$ cat config.mk
export PLATFORM = sky130hd
export DESIGN_NAME = pipe_stage_skid
export DESIGN_NICKNAME = d
export VERILOG_FILES = /design/src/rtl/pipe_pkg.sv /design/src/rtl/pipe_stage_skid.sv
export SDC_FILE = /design/constraint.sdc
export NUM_CORES = 1
export LEC_CHECK = 0
export ABC_AREA = 1
export BUFFER_PORTS_ARGS = -buffer_cell sky130_fd_sc_hd__buf_2
export CELL_PAD_IN_SITES_DETAIL_PLACEMENT = 1
export CELL_PAD_IN_SITES_GLOBAL_PLACEMENT = 1
export CORE_MARGIN = 2
export CORE_UTILIZATION = 35
export DETAILED_ROUTE_END_ITERATION = 10
export PLACE_DENSITY_LB_ADDON = 0.1
export SLEW_MARGIN = 20
export SYNTH_ARGS = -nofsm -noshare
export SYNTH_HDL_FRONTEND = slang
export SYNTH_SLANG_ARGS = --single-unit
$ cat constraint.sdc
create_clock -name CLK -period 1.3 [get_ports CLK]
set_input_delay 0.195 -clock CLK [delete_from_list [all_inputs] [get_ports CLK]]
set_output_delay 0.195 -clock CLK [all_outputs]
set_load 0.05 [all_outputs]
$ cat src/rtl/pipe_pkg.sv
// -----------------------------------------------------------------------------
// pipe_pkg
//
// Shared definitions for the pipeline skid stage:
//   - PIPE_DATA_W   default payload width (ALU result 32 + write data 32 + rd 5)
//   - PIPE_CTRL_W   default control width (RegWrite, MemtoReg, MemWrite)
//   - STALL_CNT_W   width of the optional stall statistics counter
//   - skidStateT    occupancy state of the two-entry skid buffer
//   - satInc()      saturating increment for the stall counter
// -----------------------------------------------------------------------------
package pipe_pkg;

    localparam int unsigned PIPE_DATA_W = 69;
    localparam int unsigned PIPE_CTRL_W = 3;
    localparam int unsigned STALL_CNT_W = 16;

    localparam logic [STALL_CNT_W-1:0] STALL_CNT_MAX = '1;

    // EMPTY: nothing held. ONE: main slot full. TWO: main and skid slots full.
    typedef enum logic [1:0] {
        EMPTY = 2'd0,
        ONE   = 2'd1,
        TWO   = 2'd2
    } skidStateT;

    // Increment that sticks at the all-ones value instead of wrapping.
    function automatic logic [STALL_CNT_W-1:0] satInc(input logic [STALL_CNT_W-1:0] value);
        logic [STALL_CNT_W-1:0] result;
        if (value == STALL_CNT_MAX) begin
            result = value;
        end else begin
            result = value + 1'b1;
        end
        return result;
    endfunction

endpackage

$ cat src/rtl/pipe_stage_skid.sv
// -----------------------------------------------------------------------------
// pipe_stage_skid
//
// One pipeline register stage built as a two-entry skid buffer. The main slot
// drives the outputs; the skid slot catches the one item that may arrive while
// downstream is stalled, so in_ready can come straight from a flop and never
// depends combinationally on out_ready.
//
// Ports:
//   CLK        in   sole clock, rising edge
//   RST_N      in   asynchronous active-low reset
//   in_valid   in   upstream item present
//   in_ready   out  stage can accept (decoded from registered state only)
//   in_ctrl    in   upstream control bits [CTRL_W]
//   in_data    in   upstream payload [DATA_W]
//   flush      in   discard all held items at the next edge
//   out_valid  out  downstream item present
//   out_ready  in   downstream accepts
//   out_ctrl   out  held control bits, zero whenever out_valid is low
//   out_data   out  held payload
//   stall_cnt  out  saturating stall counter, only with PIPE_STAGE_STATS_EN
//
// Build option:
//   PIPE_STAGE_STATS_EN  adds stall_cnt, counting edges with out_valid and
//                        !out_ready; cleared by reset only.
// -----------------------------------------------------------------------------
module pipe_stage_skid
    import pipe_pkg::*;
#(
    parameter int unsigned DATA_W = PIPE_DATA_W,
    parameter int unsigned CTRL_W = PIPE_CTRL_W
) (
    input  logic              CLK,
    input  logic              RST_N,
    input  logic              in_valid,
    output logic              in_ready,
    input  logic [CTRL_W-1:0] in_ctrl,
    input  logic [DATA_W-1:0] in_data,
    input  logic              flush,
    output logic              out_valid,
    input  logic              out_ready,
    output logic [CTRL_W-1:0] out_ctrl,
    output logic [DATA_W-1:0] out_data
`ifdef PIPE_STAGE_STATS_EN
    ,
    output logic [STALL_CNT_W-1:0] stall_cnt
`endif
);

    // -------------------------------------------------------------------------
    // State and slot storage
    // -------------------------------------------------------------------------
    skidStateT         state;
    skidStateT         stateNext;

    logic [CTRL_W-1:0] mainCtrl;
    logic [DATA_W-1:0] mainData;
    logic [CTRL_W-1:0] skidCtrl;
    logic [DATA_W-1:0] skidData;

    // Handshakes, qualified by the registered ready/valid.
    logic              inXfer;
    logic              outXfer;

    // Slot load strobes from the next-state decode.
    logic              loadMainFromIn;
    logic              loadMainFromSkid;
    logic              loadSkidFromIn;

    assign inXfer  = in_valid && in_ready;
    assign outXfer = out_valid && out_ready;

    // -------------------------------------------------------------------------
    // State register
    // -------------------------------------------------------------------------
    always_ff @(posedge CLK or negedge RST_N) begin
        if (!RST_N) begin
            state <= EMPTY;
        end else begin
            state <= stateNext;
        end
    end

    // -------------------------------------------------------------------------
    // Next-state and slot-load decode
    // -------------------------------------------------------------------------
    always_comb begin
        stateNext        = state;
        loadMainFromIn   = 1'b0;
        loadMainFromSkid = 1'b0;
        loadSkidFromIn   = 1'b0;

        if (flush) begin
            // Flush beats both handshakes: nothing is loaded, everything dropped.
            stateNext = EMPTY;
        end else begin
            case (state)
                EMPTY: begin
                    if (inXfer) begin
                        stateNext      = ONE;
                        loadMainFromIn = 1'b1;
                    end
                end
                ONE: begin
                    if (inXfer && !outXfer) begin
                        stateNext      = TWO;
                        loadSkidFromIn = 1'b1;
                    end else if (inXfer && outXfer) begin
                        // Main leaves and is refilled on the same edge.
                        stateNext      = ONE;
                        loadMainFromIn = 1'b1;
                    end else if (outXfer) begin
                        stateNext = EMPTY;
                    end
                end
                TWO: begin
                    // in_ready is low here, so only the output side can move.
                    if (outXfer) begin
                        stateNext        = ONE;
                        loadMainFromSkid = 1'b1;
                    end
                end
                default: begin
                    stateNext = EMPTY;
                end
            endcase
        end
    end

    // -------------------------------------------------------------------------
    // Main and skid slots
    // -------------------------------------------------------------------------
    always_ff @(posedge CLK or negedge RST_N) begin
        if (!RST_N) begin
            mainCtrl <= '0;
            mainData <= '0;
            skidCtrl <= '0;
            skidData <= '0;
        end else if (flush) begin
            // Only control is cleared; payload is left as-is.
            mainCtrl <= '0;
            skidCtrl <= '0;
        end else begin
            if (loadMainFromIn) begin
                mainCtrl <= in_ctrl;
                mainData <= in_data;
            end else if (loadMainFromSkid) begin
                mainCtrl <= skidCtrl;
                mainData <= skidData;
            end

            if (loadSkidFromIn) begin
                skidCtrl <= in_ctrl;
                skidData <= in_data;
            end else if (loadMainFromSkid) begin
                // Skid is vacated; keep its control bits from looking live.
                skidCtrl <= '0;
            end
        end
    end

    // -------------------------------------------------------------------------
    // Outputs, decoded from registered state only
    // -------------------------------------------------------------------------
    always_comb begin
        out_valid = (state != EMPTY);
        in_ready  = (state != TWO);
        out_ctrl  = out_valid ? mainCtrl : '0;
        out_data  = mainData;
    end

`ifdef PIPE_STAGE_STATS_EN
    // -------------------------------------------------------------------------
    // Stall statistics; flush deliberately does not clear this.
    // -------------------------------------------------------------------------
    logic [STALL_CNT_W-1:0] stallCnt;

    always_ff @(posedge CLK or negedge RST_N) begin
        if (!RST_N) begin
            stallCnt <= '0;
        end else if (out_valid && !out_ready) begin
            stallCnt <= satInc(stallCnt);
        end
    end

    assign stall_cnt = stallCnt;
`endif

endmodule

## Yosys cells after proc, flatten, opt, wreduce, memory -nomap -nowiden

Index checks and enable logic that the tools add are counted.

| cells by class | value |
|---|---|
| equality and inequality tests | 6 |
| multiplexer cells | 27 |
| bitwise operators | 1 |
| reduce and logical (&&, ||, !) cells | 13 |

Operators by type and width:

| cell | number |
|---|---|
| $mux W69 | 2 |
| $mux W3 | 7 |
| $mux W2 | 6 |
| $mux W1 | 10 |
| $ne A3 B3 Y1 const B | 2 |
| $pmux W2 S3 | 1 |
| $reduce_bool A3 Y1 | 2 |
| $ne A5 B5 Y1 const B | 1 |
| $logic_and A1 B1 Y1 | 4 |
| $reduce_and A2 Y1 | 2 |
| $reduce_bool A2 Y1 | 2 |
| $reduce_and A3 Y1 | 1 |
| $eq A2 B1 Y1 const B | 1 |
| $eq A2 B2 Y1 const B | 1 |
| $logic_not A2 Y1 | 1 |
| $ne A2 B2 Y1 const B | 1 |
| $pmux W1 S2 | 1 |
| $logic_not A1 Y1 | 1 |
| $not A1 Y1 | 1 |

| word-level totals | value |
|---|---|
| register bits after elaboration | 146 |
| input bits | 77 |

## Longest topological paths before layout

Gate-level depths: netlist of run 1.

| depth | value |
|---|---|
| word-level depth | 9 |
| depth in mapped cells | 10 |
| mapped depth without buffers | 8 |

## Least setup slack after synthesis of run 1

OpenSTA, ideal clock, no wires.

| timing path | value |
|---|---|
| path kind | register to register |
| start | reg state[1] |
| end | reg mainData[23] (netlist: out_data[23]) |
| arrival time | 1265 ps |
| path slack | -83 ps |
| cell stages (with the launch flop) | 7 |
| clock period less this slack | 1383 ps |
| cells stage by stage | dfrtp_1 nand4_2 buf_1 buf_2 o21ai_1 nand2_1 nand2_1 |

| between the ends | value |
|---|---|
| cells in the longest elaborated chain, start to end | 9 |

Ends and longest elaborated chain:

| item | RTL line | source |
|---|---|---|
| from (decl) | pipe_stage_skid.sv:53 | `skidStateT state;` |
| from (signal assigned) | pipe_stage_skid.sv:80 | `state <= stateNext;` |
| $ne A2 B2 Y1 / $reduce_bool A2 Y1 (equally long branches) | pipe_stage_skid.sv:167, pipe_stage_skid.sv:166 |  |
| $logic_and A1 B1 Y1 (on tied branches) | pipe_stage_skid.sv:70, pipe_stage_skid.sv:71 |  |
| $logic_and A1 B1 Y1 / $logic_not A1 Y1 (equally long branches) | pipe_stage_skid.sv:108, pipe_stage_skid.sv:105 |  |
| $mux W1 / $logic_and A1 B1 Y1 (equally long branches) | pipe_stage_skid.sv:108, pipe_stage_skid.sv:105 |  |
| $mux W1 | pipe_stage_skid.sv:105 | `if (inXfer && !outXfer) begin` |
| $pmux W1 S2 | pipe_stage_skid.sv:97 | `case (state)` |
| $mux W1 | pipe_stage_skid.sv:93 | `if (flush) begin` |
| $reduce_bool A2 Y1 (no line) | - |  |
| $reduce_and A2 Y1 (no line) | - |  |
| to (signal assigned) | pipe_stage_skid.sv:146 | `mainData <= in_data;` |
| to (signal assigned) | pipe_stage_skid.sv:149 | `mainData <= skidData;` |
| to (decl) | pipe_stage_skid.sv:57 | `logic [DATA_W-1:0] mainData;` |

Several ways; a longest one is shown, not always the timed one.
A chain may end at the register's enable or synchronous reset.

## Worst setup path in the final report of run 1

| timing path | value |
|---|---|
| start | reg state[1] |
| end | reg skidData[1] |

| between the ends | value |
|---|---|
| cells in the longest elaborated chain, start to end | 8 |

Ends and longest elaborated chain:

| item | RTL line | source |
|---|---|---|
| $reduce_bool A2 Y1 | pipe_stage_skid.sv:166 | `out_valid = (state != EMPTY);` |
| $logic_and A1 B1 Y1 | pipe_stage_skid.sv:71 | `assign outXfer = out_valid && out_ready;` |
| $logic_not A1 Y1 | pipe_stage_skid.sv:105 |  |
| $logic_and A1 B1 Y1 | pipe_stage_skid.sv:105 |  |
| $mux W1 | pipe_stage_skid.sv:105 |  |
| $mux W1 * | pipe_stage_skid.sv:97 |  |
| $mux W1 * | pipe_stage_skid.sv:93 |  |
| $reduce_and A2 Y1 (no line) * | - |  |
| to (signal assigned) | pipe_stage_skid.sv:154 | `skidData <= in_data;` |
| to (decl) | pipe_stage_skid.sv:59 | `logic [DATA_W-1:0] skidData;` |

Every way passes the cells marked *; elsewhere a longest branch is shown, timed or not.

==> results of run 1 <==
[path summary, 6_finish.rpt]
check                                   from           end  slack (ps)  cells after the start
worst max-delay path                state[1]   skidData[1]        -250                      7
worst min-delay path             in_data[41]  skidData[41]          40                      3
worst max register to register      state[1]   skidData[1]        -250                      7
worst min register to register  out_data[24]  out_data[24]         470                      2
max in group asynchronous              RST_N  out_data[20]         540                      3
min in group asynchronous              RST_N  out_data[24]         240                      2
[metal layers]
layer | GRT usage [%] | vias up | part of all wire [%] | routed length, um
met2 | 37.4 | 118 | 50 | 11200
met5 | 0 | - | 0.054 | 12
met4 | 4.79 | 2 | 1.0 | 229
met3 | 4.46 | 15 | 3.6 | 812
met1 | 27.9 | 3089 | 45 | 10100
li1 | - | 3075 | - | -
[cells in the final DEF (no fill, tap or decap), types with 2 or more instances in the layout]
cell type | netlist | layout
buf_16 | 0 | 7
o21ai_0 | 121 | 39
o22ai_2 | 0 | 3
buf_12 | 0 | 17
dfrtp_1 | 146 | 145
nand2_1 | 290 | 270
bufbuf_16 | 0 | 2
o21ai_4 | 0 | 3
buf_2 | 27 | 132
clkinv_2 | 0 | 5
buf_4 | 1 | 31
clkbuf_4 | 0 | 8
buf_8 | 0 | 4
inv_1 | 149 | 148
nand2_4 | 1 | 11
nand2_2 | 3 | 10
bufinv_16 | 0 | 3
nand3_2 | 0 | 10
clkinvlp_4 | 0 | 2
o21ai_2 | 0 | 69
nand3_1 | 77 | 63
nor2_4 | 1 | 6
inv_2 | 2 | 2
nand3_4 | 0 | 5
clkbuf_16 | 0 | 23
o21ai_1 | 23 | 33
nand2_8 | 0 | 5
buf_6 | 1 | 16
clkinv_4 | 0 | 3
[final cells by class]
| class | instances | area [um2] | area share, % |
|---|---|---|---|
| Timing Repair Buffer | 224 | 1950 | 19.4 |
| Clock buffer | 17 | 425 | 4.24 |
| Tap cell | 260 | 325 | 3.24 |
| Inverter | 151 | 569 | 5.67 |
| Sequential cell | 146 | 3650 | 36.4 |
| Multi-Input combinational cell | 529 | 2950 | 29.4 |
| Clock inverter | 14 | 165 | 1.65 |
[per-stage QoR]
| stage | setup TNS, ps | worst slack, ps | total power [mW] | area (um2) |
|---|---|---|---|---|
| floorplan | -526 | -46.7 | 10.2 | 6820 |
| global placement | -7580 | -108 | 11.6 | 8160 |
| detailed placement | -11000 | -159 | 11.8 | 8160 |
| CTS | -23510 | -210 | 17.2 | 9390 |
| global route | -37960 | -325 | 18.7 | 10000 |
| finish | -27850 | -249 | 17.7 | 10000 |
[tightest hold or removal path: cells and delay by family]
| kind | cells | cell delay, ps |
|---|---|---|
| buffers and inverters | 2 | 170 |
| AO/OA/AOI/OAI | 1 | 60 |
[registers in the layout, indices dropped and copies added (netlist names)]
| name | flops |
|---|---|
| mainCtrl | 3 |
| out_data | 69 |
| skidCtrl | 3 |
| skidData | 69 |
| state | 2 |
[power by group through the flow]
| stage | Sequential [mW] | Clock [mW] | Combinational [mW] |
|---|---|---|---|
| after floorplan | 8.41 | 0 | 1.74 |
| after global placement | 6.56 | 0 | 5.07 |
| after detailed placement | 6.58 | 0 | 5.19 |
| after CTS | 6.53 | 5.09 | 5.60 |
| after global routing | 6.76 | 5.29 | 6.64 |
| final | 6.60 | 4.99 | 6.10 |
[cells by family after synthesis]
group | synth area share (%)
AND/OR/NAND/NOR | 23.0
buffers and inverters | 11.9
AO/OA/AOI/OAI | 11.0
flip-flops | 54.1
[timing repair]
| action | CTS | global route |
|---|---|---|
| buffers inserted | 12 | 3 |
| cloned | 9 | 9 |
| pin swaps | 8 | 31 |
| endpoints found under the setup margin | 153 | 160 |
| hold buffers | 1 | 0 |
| hold endpoints to repair | 70 | 0 |
| resized for setup | 115 | 163 |
==> out/qor.csv, run 1 <==
stage,metric,value,unit
clock_tree,Clock Sink Count,146,
timing,Hold Fails Final Rpt,0,
placement,DP Wirelength,13.0,mm
timing,hold slack,38.2,ps
logic_synthesis,library cells used by synthesis,19,
logic_synthesis,share of the synthesized area in the top cell type,54.1,%
timing,min Tclk post-route,1550,ps
pwr,share of power burned in registers,37.3,%
timing,Slew @ Worst Pin,385,ps
drt,DRT iter0 DRCs,277,
timing,period utilization,119,%
setup_path,CP Cell Sequence,"buf_6, nor2_4, buf_6, nand3_4, bufbuf_16, nand2_1, o21ai_1",
logic_synthesis,Post-synth EDFFs,0,
drt,routed wire length,22.3,mm
setup_path,Top Family by Delay on Critical Path,buffers and inverters,
drt,Post-DRT Antenna Nets,0,
logic_synthesis,Mapped Cells,874,
run_status,status,"finished, violations left",
drt,DRT Pass-1 Iters,4,
placement,Buffers on Ports,150,
drt,Post-route DRC,0,
floorplanning,Top Ports,151,
logic_synthesis,largest cells by area after synthesis,"dfrtp_1 54%, nand2_1 16%, o21ai_0 9.0%, inv_1 8.3%, nand3_1 5.7%",
logic_synthesis,"Seq/Total Area, Yosys",54.1,%
logic_synthesis,Syn Nets,951,
drt,Vias,6299,
timing,final critical-path setup slack,-249,ps
pwr,leakage power,5.25,nW
pwr,NetSw,6.97,mW
logic_synthesis,register bit total from synthesis,146,
floorplanning,die area,0.0204,mm2
floorplanning,row count,50,
logic_synthesis,synth warn,0,
setup_path,Worst EP required,1590,ps
timing,RSZ-0062 raised after global routing,yes,
layout,Final nets,1146,
logic_synthesis,"FFs w/ async S/R, synth",100,%
layout,Fillers,2253,
drt,routed vias/inst,4.70,
timing,final setup fails,151,
setup_path,critical path class,flip-flop to flip-flop,
floorplanning,CORE AREA,0.0188,mm2
logic_synthesis,"count leader, synth",nand2_1,
layout,n_diodes,0,
logic_synthesis,cell taking the most area after synthesis,dfrtp_1,
global_route,antenna violations before repair,1,
global_route,GRT overflow,0,
logic_synthesis,syn avg cell area,7.72,um2
layout,share of the core filled with cells,53.3,%
setup_path,Slowest cell on crit path,dfrtp_2,
setup_path,crit path buf inv count,3,
global_route,largest net degree at the start of global routing,51,
timing,clk_skew,8.70,ps
global_route,GRT Overall Usage,21.6,%
clock_tree,clock latency at the later pin of the worst-skew pair,420,ps
timing,fin. max-slew vios,0,
clock_tree,H-tree levels,4,
pwr,Sw Ratio,39.4,%
layout,share of post-route cells with drive strength above 1,35.2,%
clock_tree,clock slew at reported path FFs,70,ps
run,total of max-cap violations,0,
pwr,combinational share of power,34.5,%
logic_synthesis,area of the mapped netlist,0.00675,mm2
run_status,failing checks,setup timing,
clock_tree,CTS tree,yes,
placement,GPL Wtd Cong,0.743,
floorplanning,Die Wd,143,um
setup_path,crit start category,flip-flop,
setup_path,CP endpoint kind,flip-flop,
global_route,vias in the first global route,6402,
pwr,Peak VDD IR,0.00110,V
layout,Non-Filler Instances,1341,
layout,P&R area growth vs syn,48.7,%
pwr,cell-internal power,10.7,mW
timing,relative slew slack,74.3,%
placement,# placed instances,1276,
clock_tree,CTS Buf Count,17,
pwr,clock network fraction of design power,28.2,%
pwr,pwr dens,1760,mW/mm2
min_path,HP Class,input pin to flip-flop,
floorplanning,die height,143,um
clock_tree,root buffer cell,clkbuf_16,
setup_path,cell mode on critical path,buf_6,
drt,wire length per cell,16.6,um
clock_tree,Longest Clk Path Bufs,2,
setup_path,maximum fanout along the worst path,10,
logic_synthesis,top_reg_cell synth,dfrtp_1,
setup_path,critical path arrival,1840,ps
floorplanning,starting density of the core,35.8,%
global_route,first-pass GRT wire length,34.2,mm
timing,fmax,0.646,GHz
setup_path,Crit path largest cell delay,440,ps
logic_synthesis,Post-synth top cells,"290 x nand2_1, 149 x inv_1, 146 x dfrtp_1, 121 x o21ai_0, 77 x nand3_1",
Power figures use the tool's default switching activity.
==> inputs of run 2 (changes only) <==
Settings changed: HOLD_SLACK_MARGIN set to 0.08.
==> out/qor.csv, run 2 (synthesis gave the netlist of run 1 again) <==
stage,metric,value,unit,change
placement,dpl ws,-159,ps,unchanged
timing,hold slack,69.6,ps,+31.4 ps
layout,Final Cell Area,0.0107,mm2,+6.4%
drt,DRT Pass-1 Iters,4,,unchanged
clock_tree,clock latency at the later pin of the worst-skew pair,420,ps,about the same
floorplanning,Top Ports,151,,unchanged
drt,wire length per cell,16.7,um,+0.18%
global_route,largest net degree at the start of global routing,51,,unchanged
setup_path,reg2reg setup slack,-250,ps,about the same
timing,post-route setup TNS,-28230,ps,-382 ps
floorplanning,die height,143,um,unchanged
clock_tree,clock slew at reported path FFs,60,ps,about the same
layout,Final nets,1212,,+5.8%
timing,Hold Fails Final Rpt,0,,unchanged
run,total of max-cap violations,0,,unchanged
layout,share of post-route cells with drive strength above 1,33.1,%,-2.1 points
placement,# placed instances,1276,,unchanged
pwr,Peak VDD IR,0.00109,V,-0.72%
clock_tree,Longest Clk Path Bufs,2,,unchanged
floorplanning,die area,0.0204,mm2,unchanged
placement,Buffers on Ports,150,,unchanged
drt,DRT iter0 DRCs,283,,+2.2%
min_path,hold_sp,in_data[66],,
pwr,leakage power,5.52,nW,+5.2%
run_status,failing checks,setup timing,,
run_status,status,"finished, violations left",,
clock_tree,Clock Sink Count,146,,unchanged
layout,n_diodes,0,,unchanged
global_route,GRT Overall Usage,22.6,%,+1.0 points
floorplanning,CORE AREA,0.0188,mm2,unchanged
floorplanning,Die Wd,143,um,unchanged
timing,period utilization,120,%,+0.36 points
drt,Vias,6616,,+5.0%
timing,clk_skew,11.5,ps,+2.83 ps
setup_path,Worst EP required,1590,ps,about the same
global_route,vias in the first global route,6842,,+6.9%
placement,Area after DPL,0.00816,mm2,unchanged
floorplanning,starting density of the core,35.8,%,unchanged
floorplanning,row count,50,,unchanged
timing,fmax,0.644,GHz,-0.30%
layout,most frequent cells in the layout,"270 x nand2_1, 148 x inv_1, 145 x dfrtp_1, 132 x buf_2, 70 x o21ai_2",,
clock_tree,CTS Buf Count,17,,unchanged
setup_path,reg2reg start,state[1],,
min_path,HP Class,input pin to flip-flop,,
setup_path,r2r endpoint,skidData[68],,
layout,"commonest non-fill, non-tap cell in the layout",nand2_1,,
setup_path,maximum fanout along the worst path,10,,unchanged
pwr,pwr dens,1670,mW/mm2,-5.0%
clock_tree,CTS tree,yes,,
drt,routed vias/inst,4.70,,+0.11%
timing,Slew @ Worst Pin,379,ps,-5.98 ps
setup_path,FF-to-FF path depth,8,,+1
setup_path,Critical path origin,state[1],,
layout,Fillers,2204,,-2.2%
drt,Post-DRT Antenna Nets,0,,unchanged
drt,Post-route DRC,0,,unchanged
drt,routed wire length,23.5,mm,+5.1%
layout,share of the core filled with cells,56.7,%,+3.4 points
setup_path,critical path class,flip-flop to flip-flop,,
clock_tree,H-tree levels,4,,unchanged
setup_path,critical path arrival,1840,ps,about the same
setup_path,CP endpoint kind,flip-flop,,
layout,Non-Filler Instances,1407,,+4.9%
setup_path,crit start category,flip-flop,,
min_path,hold endpoint,skidData[66],,
timing,relative slew slack,74.7,%,+0.40 points
global_route,antenna violations before repair,0,,-1
clock_tree,root buffer cell,clkbuf_16,,
global_route,GRT overflow,0,,unchanged
global_route,first-pass GRT wire length,35.9,mm,+5.1%
placement,DP Wirelength,13.0,mm,unchanged
timing,final setup fails,151,,unchanged
pwr,total power,17.9,mW,+1.1%
layout,P&R area growth vs syn,58.3,%,
min_path,Hold Path Depth,3,,unchanged
timing,RSZ-0062 raised after global routing,yes,,
placement,GPL Wtd Cong,0.743,,unchanged
timing,min Tclk post-route,1550,ps,+4.63 ps
timing,fin. max-slew vios,0,,unchanged
timing,final critical-path setup slack,-254,ps,-4.63 ps
==> run 2: cell types whose count changed in the layout (fill, tap and decap cells not counted), sizes merged <==
| cell | change |
|---|---|
| dlygate4sd3 | +66 |
==> run 2: final cells by class <==
| type | instances | area, um2 | share of cell area [%] |
|---|---|---|---|
| tap | 260 | 325 | 3.04 |
| inverter | 151 | 569 | 5.33 |
| clock buffer | 17 | 425 | 3.98 |
| sequential | 146 | 3650 | 34.2 |
| multi-input combinational | 529 | 2930 | 27.4 |
| timing repair buffer | 290 | 2610 | 24.4 |
| clock inverter | 14 | 165 | 1.55 |
==> run 2: timing repair <==
| item | CTS | global route |
|---|---|---|
| hold endpoints to repair | 229 | 0 |
| endpoints found under the setup margin | 153 | 160 |
| buffers inserted | 12 | 3 |
| pin swaps | 8 | 31 |
| hold buffers | 67 | 0 |
| cloned | 9 | 9 |
| resized for setup | 115 | 161 |
==> run 2: worst max-delay path, stage by stage, from the launching register on <==
cell and delay (ps):
dfrtp_2 440, buf_6 140, nor2_4 110, buf_6 130, nand3_4 120, buf_4 200, buf_16 140, nand2_1 60
o21ai_1 80
==> run 2: routing by layer <==
layer  track usage [%]  up-vias  part of all wire (%)
met5                 0        -                     0
met4              4.79        0                  0.85
met3              4.16       11                   3.0
met2              40.5      128                    52
met1              28.5     3259                    44
li1                  -     3218                     -
==> run 2: where the power goes <==
part / leakage (nW) / internal (mW) / switching (mW)
Clock: 0.289 / 3.00 / 1.99
Combinational: 3.45 / 2.03 / 4.25
Sequential: 1.79 / 5.81 / 0.798
==> run 2: worst max path at each step <==
stage / to / slack, ps / cells past startpoint
floorplan: out_ctrl[0] / -50 / 2
global placement: out_data[43] / -110 / 7
detailed placement: out_data[43] / -160 / 9
CTS: out_ctrl[2] / -210 / 4
global route: skidData[68] / -330 / 8
finish: skidData[68] / -250 / 8
==> inputs of run 3 (changes only) <==
Settings changed: CORE_UTILIZATION 35 to 42, REMOVE_ABC_BUFFERS set to 1.
Clock period 1.3 ns to 1.9 ns, I/O delays scaled along.
==> out/qor.csv, run 3 (synthesis gave the netlist of run 1 again) <==
stage,metric,value,unit,change
global_route,antenna violations before repair,1,,+1
setup_path,critical path arrival,2070,ps,+230 ps
clock_tree,CTS Buf Count,17,,unchanged
placement,DP Wirelength,12.5,mm,-3.7%
run,total of max-cap violations,0,,unchanged
setup_path,CP Cell Sequence,"nor2_2, nand2_2, nand2_4, nand2_2, buf_4, o21ai_0, nand2_1, nand2_1",,
setup_path,crit start category,flip-flop,,
setup_path,critical path class,flip-flop to flip-flop,,
drt,routed vias/inst,4.97,,+5.6%
floorplanning,Top Ports,151,,unchanged
drt,wire length per cell,15.7,um,-6.1%
timing,post-route setup TNS,0,ps,"+28,230 ps"
pwr,leakage power,4.61,nW,-17%
global_route,first-pass GRT wire length,32.5,mm,-9.7%
pwr,pwr dens,1350,mW/mm2,-19%
timing,min Tclk post-route,1750,ps,+200 ps
layout,n_diodes,0,,unchanged
floorplanning,row count,46,,-8.0%
setup_path,CP endpoint kind,flip-flop,,
min_path,HP Class,input pin to flip-flop,,
clock_tree,clock slew at reported path FFs,60,ps,about the same
layout,P&R area growth vs syn,25.6,%,
clock_tree,Post-CTS Setup Bufs,0,,-12
drt,DRT iter0 DRCs,431,,+52%
timing,clk_skew,6.97,ps,-4.56 ps
min_path,Hold Path Depth,3,,unchanged
global_route,largest net degree at the start of global routing,63,,+24%
drt,DRT Pass-1 Iters,5,,+1
global_route,GRT overflow,0,,unchanged
timing,fmax,0.570,GHz,-11%
setup_path,Worst EP required,2210,ps,+620 ps
layout,share of post-route cells with drive strength above 1,21.0,%,-12 points
layout,Final nets,1093,,-9.8%
floorplanning,starting density of the core,42.8,%,+7.0 points
clock_tree,clock latency at the later pin of the worst-skew pair,420,ps,about the same
setup_path,Slowest cell on crit path,dfrtp_1,,
floorplanning,die height,131,um,-8.5%
global_route,GRT Overall Usage,24.5,%,+1.9 points
clock_tree,post_cts resized,0,,-100%
pwr,Peak VDD IR,0.000736,V,-32%
placement,GPL Wtd Cong,0.745,,+0.35%
layout,share of the core filled with cells,53.7,%,-3.0 points
timing,fin. max-slew vios,0,,unchanged
clock_tree,H-tree levels,4,,unchanged
clock_tree,hold_buf cts,1,,-99%
drt,met2 WL post-DR,9.49,mm,-22%
timing,RSZ-0062 raised after global routing,no,,
layout,Fillers,2016,,-8.5%
drt,Vias,6184,,-6.5%
setup_path,FF-to-FF path depth,8,,unchanged
placement,Buffers on Ports,150,,unchanged
drt,WL met3,826,um,+16%
setup_path,Top Family by Delay on Critical Path,simple AND/OR/NAND/NOR gates,,
global_route,vias in the first global route,6427,,-6.1%
drt,WL met1,8.88,mm,-15%
timing,Slew @ Worst Pin,591,ps,+212 ps
clock_tree,Longest Clk Path Bufs,2,,unchanged
setup_path,maximum fanout along the worst path,30,,+20
setup_path,Crit path largest cell delay,540,ps,+100 ps
layout,"commonest non-fill, non-tap cell in the layout",nand2_1,,
pwr,total power,11.5,mW,-36%
drt,routed wire length,19.5,mm,-17%
timing,relative slew slack,60.6,%,-14 points
drt,DR top layer,met5,,
timing,final setup fails,0,,-100%
run_status,status,"finished, final reports clean",,
clock_tree,Clock Sink Count,146,,unchanged
clock_tree,CTS tree,yes,,
timing,period utilization,92.3,%,-27 points
layout,most frequent cells in the layout,"289 x nand2_1, 149 x inv_1, 149 x buf_2, 146 x dfrtp_1, 121 x o21ai_0",,
timing,Hold Fails Final Rpt,0,,unchanged
setup_path,crit path buf inv count,1,,-3
drt,Post-DRT Antenna Nets,0,,unchanged
floorplanning,Die Wd,131,um,-8.5%
clock_tree,root buffer cell,clkbuf_16,,
setup_path,CP Depth,8,,unchanged
drt,Post-route DRC,0,,unchanged
floorplanning,CORE AREA,0.0158,mm2,-16%
floorplanning,die area,0.0171,mm2,-16%
[run 3: cell types whose count changed in the layout (fill, tap and decap cells not counted), moves of 8 or more]
cell and change:
nand2_4 -10, o21ai_1 -10, nand2_1 +19, o21ai_2 -70
buf_6 -15, buf_2 +17, nand3_2 -10, dlygate4sd3_1 -66
buf_12 -8, o21ai_0 +82, clkbuf_4 -8, nand3_1 +13
buf_4 -17
[run 3: layout make-up]
| class | instances | area, um2 | share of cell area (%) |
|---|---|---|---|
| clock buffer | 17 | 425 | 5.02 |
| timing repair buffer | 174 | 1050 | 12.4 |
| sequential | 146 | 3650 | 43.1 |
| multi-input combinational | 526 | 2320 | 27.3 |
| clock inverter | 15 | 190 | 2.24 |
| inverter | 151 | 567 | 6.69 |
| tap | 216 | 270 | 3.19 |
[run 3: metal layers]
metal / vias to the layer above / global-route usage (%)
li1: 2969 / -
met1: 3043 / 32.1
met2: 145 / 41.2
met3: 25 / 4.64
met4: 2 / 8.14
met5: - / 0
[run 3: power by group]
| group | internal, mW | switching [mW] | total, mW |
|---|---|---|---|
| clock network | 2.19 | 1.35 | 3.53 |
| logic | 0.891 | 2.56 | 3.45 |
| registers | 3.98 | 0.495 | 4.47 |
| total | 7.05 | 4.40 | 11.5 |
[run 3: path summary, 6_finish.rpt]
kind                           endpoint  slack [ps]         from
max                        out_data[43]         150     state[1]
min                        skidData[68]         120  in_data[68]
max reg2reg                out_data[43]         150     state[1]
min reg2reg                 out_data[3]         470  out_data[3]
max in group asynchronous  out_data[51]         850        RST_N
min in group asynchronous  out_data[31]         400        RST_N
[run 3: metrics by stage]
step	hold slack (ps)	std cells	cell area, um2	setup slack [ps]
after floorplan	-10.6	823	6510	-1740
after global placement	307	1212	7850	305
after detailed placement	313	1212	7850	224
after CTS	110	1245	8470	144
after global routing	132	1245	8470	40.2
final	122	1245	8470	147
[run 3: worst reg2reg max path: stages, from the launching register on]
cell and delay [ps]:
dfrtp_1 540, nor2_2 120, nand2_2 150, nand2_4 80
nand2_2 100, buf_4 320, o21ai_0 190, nand2_1 100
nand2_1 50
